===== src/rtl/text_pkg.sv =====
// Shared constants and types for the team-name text path: HID keycodes
// of interest, the blank glyph code, and the name-entry state encoding.
package text_pkg;

    localparam logic [7:0] KC_A     = 8'h04;
    localparam logic [7:0] KC_Z     = 8'h1D;
    localparam logic [7:0] KC_1     = 8'h1E;
    localparam logic [7:0] KC_0     = 8'h27;
    localparam logic [7:0] KC_SPACE = 8'h2C;
    localparam logic [7:0] KC_BKSP  = 8'h2A;
    localparam logic [7:0] KC_ENTER = 8'h28;

    localparam logic [6:0] ASCII_BLANK = 7'h20;

    typedef enum logic [1:0] {
        IDLE  = 2'd0,
        CLEAR = 2'd1,
        ENTRY = 2'd2,
        DONE  = 2'd3
    } entry_state_t;

endpackage


===== src/rtl/hid_to_ascii.sv =====
// Combinational HID keycode decoder: letters, digits and space become
// 7-bit ASCII; backspace and enter are flagged; everything else decodes
// to "nothing".
module hid_to_ascii
    import text_pkg::*;
(
    input  logic [7:0] keycode,
    output logic [6:0] ascii,
    output logic       printable,
    output logic       is_bksp,
    output logic       is_enter
);

    // Range decode of printable keycodes into ASCII.
    always_comb begin
        ascii     = 7'h00;
        printable = 1'b0;
        if (keycode >= KC_A && keycode <= KC_Z) begin
            ascii     = 7'h41 + 7'(keycode - KC_A);
            printable = 1'b1;
        end else if (keycode >= KC_1 && keycode < KC_0) begin
            // '1'..'9' precede '0' in HID order, unlike ASCII
            ascii     = 7'h31 + 7'(keycode - KC_1);
            printable = 1'b1;
        end else if (keycode == KC_0) begin
            ascii     = 7'h30;
            printable = 1'b1;
        end else if (keycode == KC_SPACE) begin
            ascii     = 7'h20;
            printable = 1'b1;
        end
    end

    assign is_bksp  = (keycode == KC_BKSP);
    assign is_enter = (keycode == KC_ENTER);

endmodule


===== src/rtl/team_name_entry.sv =====
// Team-name entry controller: turns key presses into single-cycle writes
// on the name register's write port, with clear, backspace and enter.
module team_name_entry
    import text_pkg::*;
#(
    parameter int         NAME_LEN = 7,
    parameter int         ADDR_W   = 3,
    parameter logic [6:0] BLANK    = ASCII_BLANK
) (
    input  logic              Clk,
    input  logic              Reset,
    input  logic [7:0]        keycode,
    input  logic              start,
    output logic [6:0]        team_in,
    output logic [ADDR_W-1:0] team_addr,
    output logic              we,
    output logic [ADDR_W:0]   cursor,
    output logic              entering,
    output logic              name_done
);

    localparam logic [ADDR_W-1:0] LAST_SLOT = ADDR_W'(NAME_LEN - 1);
    localparam logic [ADDR_W:0]   LEN_C     = (ADDR_W + 1)'(NAME_LEN);

    entry_state_t      state;
    logic [ADDR_W-1:0] clr_idx;
    logic [7:0]        prev_key;

    logic [6:0] ascii;
    logic       printable;
    logic       is_bksp;
    logic       is_enter;
    logic       press;

    hid_to_ascii u_map (
        .keycode   (keycode),
        .ascii     (ascii),
        .printable (printable),
        .is_bksp   (is_bksp),
        .is_enter  (is_enter)
    );

    // A press is an edge to a new nonzero code; holding never repeats.
    assign press = (keycode != prev_key) && (keycode != 8'h00);

    // Entry FSM with registered write port, cursor and status flags.
    always_ff @(posedge Clk or negedge Reset) begin
        if (!Reset) begin
            state     <= IDLE;
            clr_idx   <= '0;
            prev_key  <= 8'h00;
            team_in   <= 7'h00;
            team_addr <= '0;
            we        <= 1'b0;
            cursor    <= '0;
            entering  <= 1'b0;
            name_done <= 1'b0;
        end else begin
            prev_key <= keycode;
            we       <= 1'b0;
            if (start) begin
                // start outranks any press and restarts the clear sweep
                state     <= CLEAR;
                clr_idx   <= '0;
                cursor    <= '0;
                entering  <= 1'b0;
                name_done <= 1'b0;
            end else begin
                unique case (state)
                    IDLE: ;
                    CLEAR: begin
                        we        <= 1'b1;
                        team_addr <= clr_idx;
                        team_in   <= BLANK;
                        if (clr_idx == LAST_SLOT) begin
                            state    <= ENTRY;
                            entering <= 1'b1;
                            cursor   <= '0;
                        end else begin
                            clr_idx <= clr_idx + 1'b1;
                        end
                    end
                    ENTRY: begin
                        if (press) begin
                            if (printable && cursor < LEN_C) begin
                                we        <= 1'b1;
                                team_addr <= cursor[ADDR_W-1:0];
                                team_in   <= ascii;
                                cursor    <= cursor + 1'b1;
                            end else if (is_bksp && cursor != '0) begin
                                we        <= 1'b1;
                                team_addr <= ADDR_W'(cursor - 1'b1);
                                team_in   <= BLANK;
                                cursor    <= cursor - 1'b1;
                            end else if (is_enter && cursor != '0) begin
                                state     <= DONE;
                                entering  <= 1'b0;
                                name_done <= 1'b1;
                            end
                        end
                    end
                    DONE: ;
                    default: state <= IDLE;
                endcase
            end
        end
    end

endmodule

===== config.mk =====
export PLATFORM = sky130hd
export DESIGN_NAME = team_name_entry
export DESIGN_NICKNAME = d
export VERILOG_FILES = /design/src/rtl/text_pkg.sv /design/src/rtl/hid_to_ascii.sv /design/src/rtl/team_name_entry.sv
export SDC_FILE = /design/constraint.sdc
export NUM_CORES = 1
export LEC_CHECK = 0
export ABC_AREA = 1
export BUFFER_PORTS_ARGS = -buffer_cell sky130_fd_sc_hd__buf_4
export CAP_MARGIN = 20
export CORE_MARGIN = 4
export CORE_UTILIZATION = 45
export DETAILED_ROUTE_END_ITERATION = 7
export GPL_TIMING_DRIVEN = 0
export PLACE_DENSITY = 0.63
export SLEW_MARGIN = 15
export SYNTH_ARGS = -nofsm -noshare
export SYNTH_HDL_FRONTEND = slang
export SYNTH_SLANG_ARGS = --single-unit
export TNS_END_PERCENT = 1

===== constraint.sdc =====
create_clock -name Clk -period 2.3 [get_ports Clk]
set_input_delay 0.345 -clock Clk [delete_from_list [all_inputs] [get_ports Clk]]
set_output_delay 0.345 -clock Clk [all_outputs]
set_load 0.01 [all_outputs]

## Word-level counts from Yosys, hierarchy flattened

Cells that the tools add are included.

| storage, ports and cells | value |
|---|---|
| bits in registers | 30 |
| bits of input ports | 11 |

| cells by class | value |
|---|---|
| reductions and logical operators | 19 |
| $lt $le $gt $ge | 5 |
| $add $sub $neg | 7 |
| bitwise logic cells | 1 |
| multiplexer cells | 50 |
| equality and inequality tests | 19 |

Operators with widths:

| cell | number |
|---|---|
| 2-to-1 mux 7 bit | 6 |
| equality test 8 x 6 -> 1 bit (second input constant) | 4 |
| 2-to-1 mux 1 bit | 20 |
| 2-to-1 mux 4 bit | 5 |
| 2-to-1 mux 3 bit | 6 |
| inequality test 3 bit (second input constant) | 6 |
| case mux 7 bit (2 select lines) | 1 |
| 2-to-1 mux 2 bit | 6 |
| nonzero test 2 bit | 5 |
| greater-or-equal comparator 8 x 3 -> 1 bit (second input constant) | 1 |
| greater-or-equal comparator 8 x 5 -> 1 bit (second input constant) | 1 |
| <= comparator 8 x 5 -> 1 bit (second input constant) | 1 |
| < comparator 8 x 6 -> 1 bit (second input constant) | 1 |
| inequality test 2 bit (second input constant) | 4 |
| inequality test 8 bit | 1 |
| case mux 4 bit (2 select lines) | 1 |
| AND reduction 4 bit | 2 |
| nonzero test 8 bit | 1 |
| adder 6 x 7 -> 7 bit (first input constant) | 1 |
| adder 7 bit (first input constant) | 1 |
| subtractor 7 x 3 -> 7 bit (second input constant) | 1 |
| subtractor 7 x 5 -> 7 bit (second input constant) | 1 |
| logical AND 1 bit | 6 |
| 2-to-1 mux 6 bit | 1 |
| other kinds (17) | 18 |

## Logic depth before layout (Yosys ltp)

| logic depth | value |
|---|---|
| depth after elaboration | 10 |
| mapped depth | 15 |
| mapped depth without buffers | 13 |

## Cells and area by module

From an unflattened synthesis, not the netlist that was laid out.

| second synthesis, totals | value |
|---|---|
| cells, all modules | 288 |
| area total of the unflattened synthesis | 2233.4 sq um |

By module, submodules not included:

| module | area each (sq um) | times used | cells an instance | sequential area each (sq um) |
|---|---|---|---|---|
| team_name_entry | 1774.2 | 1 | 217 | 750.7 |
| hid_to_ascii | 459.2 | 1 | 71 | 0.0 |

## Least setup slack after synthesis

OpenSTA, ideal clock, no wires.

| timing path | value |
|---|---|
| path kind | in2reg |
| from | in keycode[0] |
| to | reg team_addr[0] |
| stages | 12 |
| data arrival time | 1.845 ns |
| setup slack | 0.332 ns |
| setup time | 0.123 ns |
| cells stage by stage | inv_1 ha_1 nor2_4 nand3_2 nand2_4 nand3_4 nand2_4 buf_12 inv_2 ha_1 o21ai_0 o21ai_2 |

| on the way | value |
|---|---|
| word-level cells in the longest chain between the ends | 9 |

Ends and longest elaborated chain:

| item | RTL line | RTL |
|---|---|---|
| start: declaration | team_name_entry.sv:12 | `input logic [7:0] keycode,` |
| branches (longest 9 deep; another with greater-or-equal comparator 8 x 5 -> 1 bit) | - |  |
| end signal: assignment | team_name_entry.sv:73 | `team_addr <= clr_idx;` |
| end signal: assignment | team_name_entry.sv:87 | `team_addr <= cursor[ADDR_W-1:0];` |
| end signal: assignment | team_name_entry.sv:92 | `team_addr <= ADDR_W'(cursor - 1'b1);` |
| end: declaration | team_name_entry.sv:15 | `output logic [ADDR_W-1:0] team_addr,` |

Several ways; the timed one is not identified. The select of a mux whose other input is x is not followed.
A chain may end at the register's enable or synchronous reset.

## Final worst setup path

Same ends and word-level chain as after synthesis.

==> summary.txt <==
Yosys
  – Post-synth EDFFs: 0
  – Yosys Warn Count: 0
  – FF+latch count, synth: 30
  – Main synth FF type: dfrtp_1
  – Syn Nets: about 290
  – Synth async-reset ratio: 1.00
  – Seq/Total Area, Yosys: 0.349
  – Post-synth cell types: 26
  – Mapped Cells: 270
  – Syn Area/Cell: approximately 8 µm²
  – Synthesized cell area: around 2100 µm²

Final layout
  – Reg area: 751 µm²
  – # nets final: between 300 and 400
  – Area of the multi-input gates: roughly 1200 µm²
  – P&R area growth vs syn: 17.2%
  – Most common cell after layout, fill and taps aside: nand2_1
  – Most frequent cells in the layout: nand2_1 (76), inv_1 (32), dfrtp_1 (30)
  – Antenna diode count: 0
  – Design Area, Final: roughly 2500 µm²
  – Layout cells sized above 1: 0.258
  – Layout fillers: roughly 430

CTS
  – Post-CTS setup buffers: 0
  – Root buf cell: clkbuf_8
  – Latest clock arrival within the worst-skew pair: approximately 290 ps
  – Clock Sinks: 30
  – Clock Pin Slew Worst Setup and Hold Paths: about 60 ps
  – Number of buffers created by CTS: 5
  – CTS tree: built
  – H-tree Lvls: 2
  – Bufs on Longest Clock Path: 2

Route
  – Wire length per cell: between 10 and 15 µm
  – Starting DRT DRC Count: 74
  – Vias post-DR: 1691
  – DR vias/cell: roughly 4.7
  – Antenna viol nets, final: 0
  – Drt drc: 0
  – Drt first pass iters: 5
  – Final WL: a little over 4000 µm

Floorplan
  – FP Rows: 24
  – Initial Util: 0.480
  – Core outline area: around 4500 µm²
  – Die Span Y: 77.1 µm
  – Die W: about 77 µm
  – Ports: 28
  – Die area: 5950 µm²

Critical path
  – Setup crit start: keycode[0]
  – CP endpoint: team_addr[0]$_DFFE_PN0P_
  – Flop-to-flop setup slack: 340 ps
  – Worst Setup Start Kind: input port
  – Buf+Inv Stages, Crit Path: 4
  – Crit. path cell count: 13
  – CP cell instances: buf_4 > inv_1 > ha_1 > nor2_4 > nand3_2 > nand2_4 > nand3_4 > nand2_4 > buf_12 > inv_2 > ha_1 > o21ai_0 > o21ai_2
  – CP max stage cell: ha_1
  – Setup CP Type: in -> reg
  – Worst path top cell family by delay: adder cells
  – Launching point of the worst reg2reg path: cursor[1]$_DFFE_PN0P_
  – WP data required: approximately 2500 ps
  – Worst Path Arrival: ~2200 ps
  – CP endpoint kind: register
  – Slowest stage delay, CP: between 300 and 400 ps
  – Crit Path Max Fanout: 10
  – R2R Path End: team_addr[0]$_DFFE_PN0P_
  – R2R depth: 8

STA
  – Clock skew: ~7.2 ps
  – Setup TNS: 0 ps
  – Hold_ws: around 180 ps
  – RSZ-0062 raised after global routing: false
  – Minimum clock period: about 2000 ps
  – Final setup vio count: 0
  – Hold Violations, Final: 0
  – Final slew viol count: 0
  – Max Freq: roughly 500 MHz
  – Worst slew margin: 0.708
  – Slew @ Worst Pin: roughly 430 ps
  – Tcrit/Tclk final: 0.873

GRT
  – Largest net degree at the start of global routing: 31
  – Initial antenna violation count: 0
  – GRT overflow: 0
  – First-pass GRT wire length: 7510 µm
  – Vias in the first global route: about 1700
  – Total track usage: 0.156

Pwr
  – Power per cell area: slightly below 900 nW/µm²
  – Peak supply drop: around 0.53 mV
  – Pleak: around 1.3 nW

Status
  – Run status: complete, no violations

Placement
  – PortBufs: 27
  – RePlAce Congestion: between 0.8 and 0.9
  – Dpl cell area: approximately 2400 µm²
  – Post-DP HPWL: roughly 3200 µm

Flow run
  – Maxcap violations: 0

Worst hold path
  – Hold WC Path Type: in -> reg
  – Hold path start: keycode[3]
-- how the worst min path moves through the flow --
stage / end / slack, ps / cells past startpoint
2_1_floorplan: clr_idx[0]$_DFFE_PN0P_ / 50 / 0
3_3_place_gp: prev_key[2]$_DFF_PN0_ / 300 / 1
3_5_place_dp: prev_key[2]$_DFF_PN0_ / 300 / 1
4_1_cts: prev_key[3]$_DFF_PN0_ / 180 / 1
5_1_grt: prev_key[2]$_DFF_PN0_ / 170 / 1
6_report: prev_key[3]$_DFF_PN0_ / 180 / 1
-- cells by family after synthesis --
kind of cell,after synthesis,synth area share
AOI/OAI and AO/OA,27,0.0844
buffers and inverters,45,0.101
xor gates and xnor gates,11,0.0448
adders and majority gates,13,0.0757
and+or+nand+nor,144,0.345
DFF,30,0.349
-- report_power, final --
group / switching [mW] / total [mW] / internal, mW / leakage, nW
combinational: 0.637 / 1.07 / 0.434 / 0.884
clock: 0.197 / 0.438 / 0.241 / 0.0482
sequential: 0.0927 / 0.736 / 0.643 / 0.388
-- cell type report --
class	instances	share of cell area
repair buffers	28	0.0845
clock buffers	7	0.0343
clock inverters	1	0.00199
well taps	52	0.0258
plain buffers	6	0.0278
multi-input cells	195	0.469
flip-flops and latches	30	0.298
inverters	39	0.0581
-- layer usage --
layer  global-route usage  part of all wire
met3               0.0410             0.040
met5                    0                 0
met2                0.233              0.42
met1                0.222              0.52
met4               0.0480             0.014
-- stage by stage --
| stage | std cells | total power [mW] | setup WS [ps] | util |
|---|---|---|---|---|
| after floorplan | 270 | 1.52 | 332 | - |
| after detailed placement | 349 | 1.83 | 10.1 | 0.540 |
| after global placement | 349 | 1.82 | 2.95 | 0.540 |
| after global routing | 358 | 2.47 | 173 | 0.563 |
| final | 358 | 2.24 | 292 | 0.563 |
| after CTS | 358 | 2.28 | 293 | 0.563 |
-- flip-flops by register name, summed over array words and instances (netlist names) --
name and cells:
team_addr 3, prev_key 8, entering 1, state 2, name_done 1, team_in 7, cursor 4, clr_idx 3
we 1
-- repair_timing --
action	4_1_cts	5_1_grt
hold buffers	1	0
endpoints found under the hold margin	7	0
gates resized for setup	0	0
-- synthesized netlist by cell type (all sizes together), types with 4 or more instances --
library cell	count	share of area
nor2	28	0.070
xor2	5	0.020
buf	6	0.033
nand2	85	0.18
o21ai	19	0.058
xnor2	6	0.024
a21oi	6	0.014
dfrtp	30	0.35
nand3	25	0.083
inv	39	0.068
nand4	4	0.012
ha	13	0.076
-- worst reg2reg max path: cells and delay by family, from the launching register on --
kind / cells / cell delay (ps)
buf+inv: 2 / 250
simple gates: 1 / 100
flops: 1 / 410
compound gates: 3 / 620
fa+ha+maj: 2 / 470
No activity file was read; power rests on OpenSTA's default activity.
